--- config.mk ---
export PLATFORM = sky130hd
export DESIGN_NAME = mem_wb_stage_flat
export DESIGN_NICKNAME = d
export VERILOG_FILES = /design/src/rtl/mem_wb_stage_if.sv /design/src/rtl/mem_wb_stage.sv /design/src/flat_wrapper.sv
export SDC_FILE = /design/constraint.sdc
export NUM_CORES = 2
export LEC_CHECK = 0
export CORE_MARGIN = 5
export CORE_UTILIZATION = 39
export DETAILED_ROUTE_END_ITERATION = 8
export GPL_TIMING_DRIVEN = 0
export HOLD_SLACK_MARGIN = 0.12
export PLACE_DENSITY = 0.63
export SKIP_CTS_REPAIR_TIMING = 1
export SLEW_MARGIN = 30
export SYNTH_ARGS = -nofsm -noshare
export SYNTH_HDL_FRONTEND = slang
export SYNTH_SLANG_ARGS = --single-unit
--- constraint.sdc ---
create_clock -name clk -period 4.8 [get_ports clk]
set_input_delay 0.72 -clock clk [delete_from_list [all_inputs] [get_ports clk]]
set_output_delay 0.72 -clock clk [all_outputs]
set_load 0.01 [all_outputs]
--- src/rtl/mem_wb_stage_if.sv ---
// rtl/mem_wb_stage_if.sv - MEM/WB stage bus: EX/MEM inputs, control, and stage outputs
interface mem_wb_stage_if;
  logic        stall;
  logic        flush;
  logic [31:0] adder2;
  logic        zero;
  logic [31:0] Aluresult;
  logic [31:0] ReadData2;
  logic [4:0]  Mux;
  logic [1:0]  WB;
  logic [2:0]  Memoria;
  logic        PCSrc;
  logic [31:0] branch_target;
  logic [31:0] salida_ReadData;
  logic [31:0] salida_Aluresult;
  logic [4:0]  salida_Mux;
  logic [1:0]  salida_WB;
  logic        mem_error;
  logic [15:0] store_count;

  // Driver side: supplies EX/MEM register contents and pipeline control
  modport master (
    output stall, flush, adder2, zero, Aluresult, ReadData2, Mux, WB, Memoria,
    input  PCSrc, branch_target, salida_ReadData, salida_Aluresult, salida_Mux,
           salida_WB, mem_error, store_count
  );

  // Stage side: consumes EX/MEM contents, produces MEM/WB register outputs
  modport slave (
    input  stall, flush, adder2, zero, Aluresult, ReadData2, Mux, WB, Memoria,
    output PCSrc, branch_target, salida_ReadData, salida_Aluresult, salida_Mux,
           salida_WB, mem_error, store_count
  );
endinterface

--- src/rtl/mem_wb_stage.sv ---
// rtl/mem_wb_stage.sv - data-memory access and MEM/WB pipeline register
module mem_wb_stage #(
  parameter int DEPTH = 64,
  parameter int AW    = $clog2(DEPTH)
) (
  input logic           clk,
  input logic           rst_n,
  mem_wb_stage_if.slave bus
);

  logic [31:0] mem [DEPTH];

  logic          access;
  logic          fault;
  logic [AW-1:0] idx;
  logic          we;

  logic [31:0] rdata_q;
  logic [31:0] alu_q;
  logic [4:0]  mux_q;
  logic [1:0]  wb_q;
  logic        err_q;
  logic [15:0] cnt_q;

  assign access = bus.Memoria[1] | bus.Memoria[0];
  assign idx    = bus.Aluresult[AW+1:2];
  // Misaligned words or addresses beyond the array are faults, but only for real accesses
  assign fault  = access & ((bus.Aluresult[1:0] != 2'b00) |
                            (bus.Aluresult[31:AW+2] != '0));
  assign we     = rst_n & ~bus.flush & ~bus.stall & bus.Memoria[0] & ~fault;

  // Branch resolution stays combinational so the fetch stage sees it this cycle
  assign bus.PCSrc         = bus.Memoria[2] & bus.zero & ~bus.flush;
  assign bus.branch_target = bus.adder2;

  assign bus.salida_ReadData  = rdata_q;
  assign bus.salida_Aluresult = alu_q;
  assign bus.salida_Mux       = mux_q;
  assign bus.salida_WB        = wb_q;
  assign bus.mem_error        = err_q;
  assign bus.store_count      = cnt_q;

  // Data memory write port; the array itself is never cleared
  always_ff @(posedge clk) begin
    if (we) begin
      mem[idx] <= bus.ReadData2;
    end
  end

  // MEM/WB register: reset beats flush beats stall; a load reads the pre-write word
  always_ff @(posedge clk) begin
    if (!rst_n) begin
      rdata_q <= '0;
      alu_q   <= '0;
      mux_q   <= '0;
      wb_q    <= '0;
      err_q   <= 1'b0;
      cnt_q   <= '0;
    end else if (bus.flush) begin
      rdata_q <= '0;
      alu_q   <= '0;
      mux_q   <= '0;
      wb_q    <= '0;
    end else if (!bus.stall) begin
      alu_q <= bus.Aluresult;
      mux_q <= bus.Mux;
      if (fault) begin
        rdata_q <= '0;
        wb_q    <= 2'b00;
        err_q   <= 1'b1;
      end else begin
        wb_q    <= bus.WB;
        rdata_q <= bus.Memoria[1] ? mem[idx] : 32'd0;
        if (bus.Memoria[0]) begin
          cnt_q <= cnt_q + 16'd1;
        end
      end
    end
  end

endmodule

--- src/flat_wrapper.sv ---
// flat-port wrapper written by rule: the top's interface ports become plain ports
module mem_wb_stage_flat 
#(
  parameter int DEPTH = 64,
  parameter int AW    = $clog2(DEPTH)
)
  (clk, rst_n, bus_stall, bus_flush, bus_adder2, bus_zero, bus_Aluresult, bus_ReadData2, bus_Mux, bus_WB, bus_Memoria, bus_PCSrc, bus_branch_target, bus_salida_ReadData, bus_salida_Aluresult, bus_salida_Mux, bus_salida_WB, bus_mem_error, bus_store_count);
  mem_wb_stage_if bus_i ();
  input logic clk;
  input logic rst_n;
  input wire logic [$bits(bus_i.stall)-1:0] bus_stall;
  input wire logic [$bits(bus_i.flush)-1:0] bus_flush;
  input wire logic [$bits(bus_i.adder2)-1:0] bus_adder2;
  input wire logic [$bits(bus_i.zero)-1:0] bus_zero;
  input wire logic [$bits(bus_i.Aluresult)-1:0] bus_Aluresult;
  input wire logic [$bits(bus_i.ReadData2)-1:0] bus_ReadData2;
  input wire logic [$bits(bus_i.Mux)-1:0] bus_Mux;
  input wire logic [$bits(bus_i.WB)-1:0] bus_WB;
  input wire logic [$bits(bus_i.Memoria)-1:0] bus_Memoria;
  output wire logic [$bits(bus_i.PCSrc)-1:0] bus_PCSrc;
  output wire logic [$bits(bus_i.branch_target)-1:0] bus_branch_target;
  output wire logic [$bits(bus_i.salida_ReadData)-1:0] bus_salida_ReadData;
  output wire logic [$bits(bus_i.salida_Aluresult)-1:0] bus_salida_Aluresult;
  output wire logic [$bits(bus_i.salida_Mux)-1:0] bus_salida_Mux;
  output wire logic [$bits(bus_i.salida_WB)-1:0] bus_salida_WB;
  output wire logic [$bits(bus_i.mem_error)-1:0] bus_mem_error;
  output wire logic [$bits(bus_i.store_count)-1:0] bus_store_count;
  assign bus_i.stall = bus_stall;
  assign bus_i.flush = bus_flush;
  assign bus_i.adder2 = bus_adder2;
  assign bus_i.zero = bus_zero;
  assign bus_i.Aluresult = bus_Aluresult;
  assign bus_i.ReadData2 = bus_ReadData2;
  assign bus_i.Mux = bus_Mux;
  assign bus_i.WB = bus_WB;
  assign bus_i.Memoria = bus_Memoria;
  assign bus_PCSrc = bus_i.PCSrc;
  assign bus_branch_target = bus_i.branch_target;
  assign bus_salida_ReadData = bus_i.salida_ReadData;
  assign bus_salida_Aluresult = bus_i.salida_Aluresult;
  assign bus_salida_Mux = bus_i.salida_Mux;
  assign bus_salida_WB = bus_i.salida_WB;
  assign bus_mem_error = bus_i.mem_error;
  assign bus_store_count = bus_i.store_count;
  mem_wb_stage #(.DEPTH(DEPTH), .AW(AW)) u_core (.clk(clk), .rst_n(rst_n), .bus(bus_i));
endmodule
## Word level (Yosys, flattened, before mapping)

Memory sizes are Yosys's and may differ from the RTL's.
Cells that the tools add are included.
Widths: inputs -> output; s select.

| word-level totals | value |
|---|---|
| input port bits | 111 |
| memories kept | 1 |
| word-level logic and storage cells | 31 |
| bits in latches | 0 |
| memory bits (writable) | 2,048 |
| bits in read-only memories | 0 |
| flip-flop bits (word level) | 88 |

Memories:

| memory | depth | width | read ports | clocked after memory_dff | write ports | line | source |
|---|---|---|---|---|---|---|---|
| u_core.mem | 64 | 32 | 1 | 0 | 1 | mem_wb_stage.sv:11 | `logic [31:0] mem [DEPTH];` |

| operators by class | value |
|---|---|
| mux-type cells | 5 |
| order comparisons | 0 |
| div/mod/pow operators | 0 |
| $mul | 0 |
| bitwise logic cells | 13 |
| add/sub/neg operators | 1 |
| equal/unequal tests | 0 |
| shift-type cells | 0 |
| reductions and logical operators | 5 |

Operators with widths:

| operator | number |
|---|---|
| $mux 32 | 2 |
| $reduce_bool 24->1 | 1 |
| $add 16x1->16 const B | 1 |
| $and 1x1->1 | 7 |
| $not 1->1 | 4 |
| $reduce_and 4->1 | 1 |
| $reduce_and 3->1 | 1 |
| $mux 1 | 2 |
| $mux 2 | 1 |
| $or 1x1->1 | 2 |
| $reduce_bool 2->1 | 1 |
| $reduce_or 2->1 | 1 |

## Longest topological paths before layout

| depth | value |
|---|---|
| word-level depth | 7 |
| gate-level depth with buffers | 10 |
| depth with buffers taken out | 6 |

## Least setup slack after synthesis

OpenSTA, ideal clock, no wires.

| timing path | value |
|---|---|
| path type | in2reg |
| start | input bus_Aluresult[11] |
| end | memory u_core.mem[21][0] (enable) |
| setup time | 421 ps |
| required time | 4,379 ps |
| cell stages on the path | 6 |
| setup slack | 949 ps |
| data arrival time | 3,430 ps |
| cells stage by stage | nor4_1 -> nand4_1 -> or2_4 -> nor4_4 -> nand2_1 -> nor2_1 |

| on the way | value |
|---|---|
| longest elaborated chain between the ends | 7 |

Ends and longest elaborated chain:

| element | line | source |
|---|---|---|
| start, declared | flat_wrapper.sv:15 | `input wire logic [$bits(bus_i.Aluresult)-1:0] bus_Aluresult;` |
| $reduce_bool 24->1 | mem_wb_stage.sv:29 | `(bus.Aluresult[31:AW+2] != '0));` |
| $or 1x1->1 | mem_wb_stage.sv:28 | `assign fault = access & ((bus.Aluresult[1:0] != 2'b00) \|` |
| $and 1x1->1 | mem_wb_stage.sv:28 |  |
| $not 1->1 | mem_wb_stage.sv:30 | `assign we = rst_n & ~bus.flush & ~bus.stall & bus.Memoria[0] & ~fault;` |
| $and 1x1->1 | mem_wb_stage.sv:30 |  |
| $mux 1 | mem_wb_stage.sv:45 | `if (we) begin` |
| $mux 1 (not written as such) | mem_wb_stage.sv:46 | `mem[idx] <= bus.ReadData2;` |
| end, declared | mem_wb_stage.sv:11 |  |

No other way between the ends.

## Worst setup path after layout

| timing path | value |
|---|---|
| start | input bus_Aluresult[3] |
| end | memory u_core.mem[56][13] (enable) |

No word-level cell before the write port.

==> results.cfg <==
[outcome]
status = complete, but fails checks
violations = negative setup slack

[pwr]
ir_worst_vdd_mv = 0.365
pwr-share-clk_pct = 40.7
p_switching_w = 0.00839
swShare_pct = 22.1
power_density_mw_per_mm2 = 390
seqPwrFrac_pct = 53.7
p_int_w = 0.0296
p_total_w = 0.0380
leakage_nw = 32.8
share_comb_of_total_power_pct = 5.6

[worst_setup_path]
slowest_delay_ns = 0.86
cp_slowest_cell = nand2_1
crit_type = in -> reg
required_ns = 5.34
crit_start = bus_Aluresult[3]
cpMostUsedCell = buf_2
arrival_ns = 5.42
crit_fanout = 19
r2r-start = u_core.mem[44][26]$_DFFE_PP_
setup.worst_path.end_class = register
worstPathCellList = clkdlybuf4s50_1 > buf_2 > nor2_2 > buf_2 > clkbuf_1 > nand2_1 > nor2_4 > buf_16
start_kind = input port

[yosys]
yosys_warnings = 0
async_flop_share_pct = 0
ys_ff_latch = 2136
synth.cell_area_sq_mm = 0.0823
synth_edf_count = 2048
synth.area.top_cells = edfxtp_1, mux2i_1, dfxtp_1, a22oi_1, o22ai_1
ys_seq_area_share_pct = 76.8
netlist_instances = 4687
yosysTopAreaCell = edfxtp_1
yosysUniqueCellTypes = 46
netlist.area_leader.share_pct = 74.7
synth-main-ff-cell = edfxtp_1
synth_area_per_cell_sq_um = 17.6
syn_nets = 4799

[die]
initial_utilization_pct = 39.2
die_area_sq_mm = 0.220
coreArea_sq_mm = 0.210
die_w_microns = 469
dieHeight_microns = 469
ioPinCount = 232
rows = 168

[timing]
timing_hold_violations_final = 0
worst_pin_slew_ns = 1.08
setup_slack_ns = -0.0773
fin_crit_ns = 4.88
finalClockSkew_ns = 0.0274
setup_viol = 92
maxSlewHeadroom_pct = 27.8
holdWs_ns = 0.169
rsz0062_at_grt = false
drv_slew = 0
clock.fmax_ghz = 0.205
fin_crit_sh_pct = 102

[routing]
detail_route.iter0.violations = 5276
drc = 0
wl_microns = 236000
dr.pass1.iters = 9
avgRoutedWirePerCell_microns = 28.8
ant_nets = 0
num_vias = 45400
avgViaCountPerCell = 5.55

[clock_network]
cts_num_sinks = 2136
cts_buffers = 203
clockRootBuffer = clkbuf_16
clk_pin_slew_ns = 0.06
clk_latency_ns = 0.85
cts_tree = yes
cts_buffer_depth = 3
htree_levels = 4

[final_layout]
multi_input_area_sq_mm = 0.0181
final_common_cell = edfxtp_1
drive_gt1_share_pct = 14.7
nets = 5315
utilization_pct = 46.5
design_area_sq_mm = 0.0975
final_cell_mix = edfxtp_1, mux2i_1, a22oi_1, clkbuf_16, clkbuf_1
instances_no_fill = 8186
ff_latch_area_sq_mm = 0.0633
num-fill-cells = 17700
area_growth_pct = 18.4

[global_route]
grt_pass1_vias = 45000
antenna_found_initial = 19
grt_remaining_overflow = 0
grt_max_degree = 65
grtUsageTotal_pct = 20.7
grt_pass1_wl_microns = 331000

[placed_design]
placed_area_sq_mm = 0.0911
gp_congestion = 0.901
io_buffers = 197
hpwl_microns = 167000
numPlacedInstances = 7803

[worst_hold_path]
hold_class = in -> reg
min_from = bus_ReadData2[8]

[job]
max_cap_violations = 0
-- final cells by class --
type	instances	share of cell area, %
sequential	2136	64.9
multi-input combinational	2240	18.6
clock buffer	261	5.54
timing repair buffer	311	4.85
tap	2805	3.60
buffer	307	1.51
clock inverter	114	0.960
antenna	8	0.0205
inverter	4	0.0154
-- cells by family after synthesis --
| group | after synthesis | share of synthesized area (%) |
|---|---|---|
| simple gates | 567 | 3.23 |
| flops | 2136 | 76.8 |
| compound gates | 632 | 4.78 |
| mux | 1025 | 13.2 |
| xor+xnor | 15 | 0.160 |
| buf+inv | 311 | 1.78 |
| fa+ha+maj | 1 | 0.0152 |
-- sequential cells by signal, summed over array words and instances (netlist names) --
| register | flops |
|---|---|
| u_core.bus.mem_error | 1 |
| u_core.bus.salida_Aluresult | 32 |
| u_core.bus.salida_Mux | 5 |
| u_core.bus.salida_ReadData | 32 |
| u_core.bus.salida_WB | 2 |
| u_core.bus.store_count | 16 |
| u_core.mem | 2048 |
-- layer usage --
metal | up-vias | track usage, % | share of wire [%] | wire (microns)
met3 | 373 | 5.02 | 9.2 | 21700
met1 | 23200 | 27.2 | 39 | 92900
li1 | 19600 | - | - | -
met5 | - | 0 | 0.028 | 67
met4 | 6 | 8.69 | 4.5 | 10700
met2 | 2224 | 33.2 | 47 | 111000
-- critical path: cells and delay by family --
kind | cells | cell delay (ns)
buffers and inverters | 5 | 2.34
and+or+nand+nor | 3 | 2.29
-- synthesized netlist by cell type (38+ instances only) --
cell type     n
a21oi_1      96
a22oi_1     223
buf_2       126
buf_4        38
clkbuf_1    132
dfxtp_1      88
edfxtp_1   2048
mux2_2       56
mux2i_1     926
mux4_2       43
nand2_1     142
nand3_1     166
nor2_1      139
o21ai_0     143
o22ai_1     155
-- stage by stage --
stage	setup TNS [ns]	setup WS [ns]
6_report	-3.29	-0.0773
5_1_grt	0	0.0183
4_1_cts	0	0.0654
3_5_place_dp	-787.71	-0.846
3_3_place_gp	-4594.18	-2.82
2_1_floorplan	0	0.949
-- power groups by stage --
stage	clock network [W]	logic, W	registers [W]
final	0.0155	0.00211	0.0204
after global routing	0.0164	0.00219	0.0204
after CTS	0.0156	0.00210	0.0204
after detailed placement	0	0.00209	0.0208
after global placement	0	0.00199	0.0209
after floorplan	0	0.000926	0.0208
-- worst paths after layout --
check                                                     end  slack (ns)  cells past startpoint
setup / recovery                 u_core.mem[56][13]$_DFFE_PP_       -0.08                      8
hold reg to reg    u_core.bus.salida_ReadData[7]$_SDFFE_PP0N_        0.45                      2
hold / removal                    u_core.mem[47][8]$_DFFE_PP_        0.17                      1
setup reg to reg  u_core.bus.salida_ReadData[26]$_SDFFE_PP0N_        1.99                      6
Power figures use the tool's default switching activity.
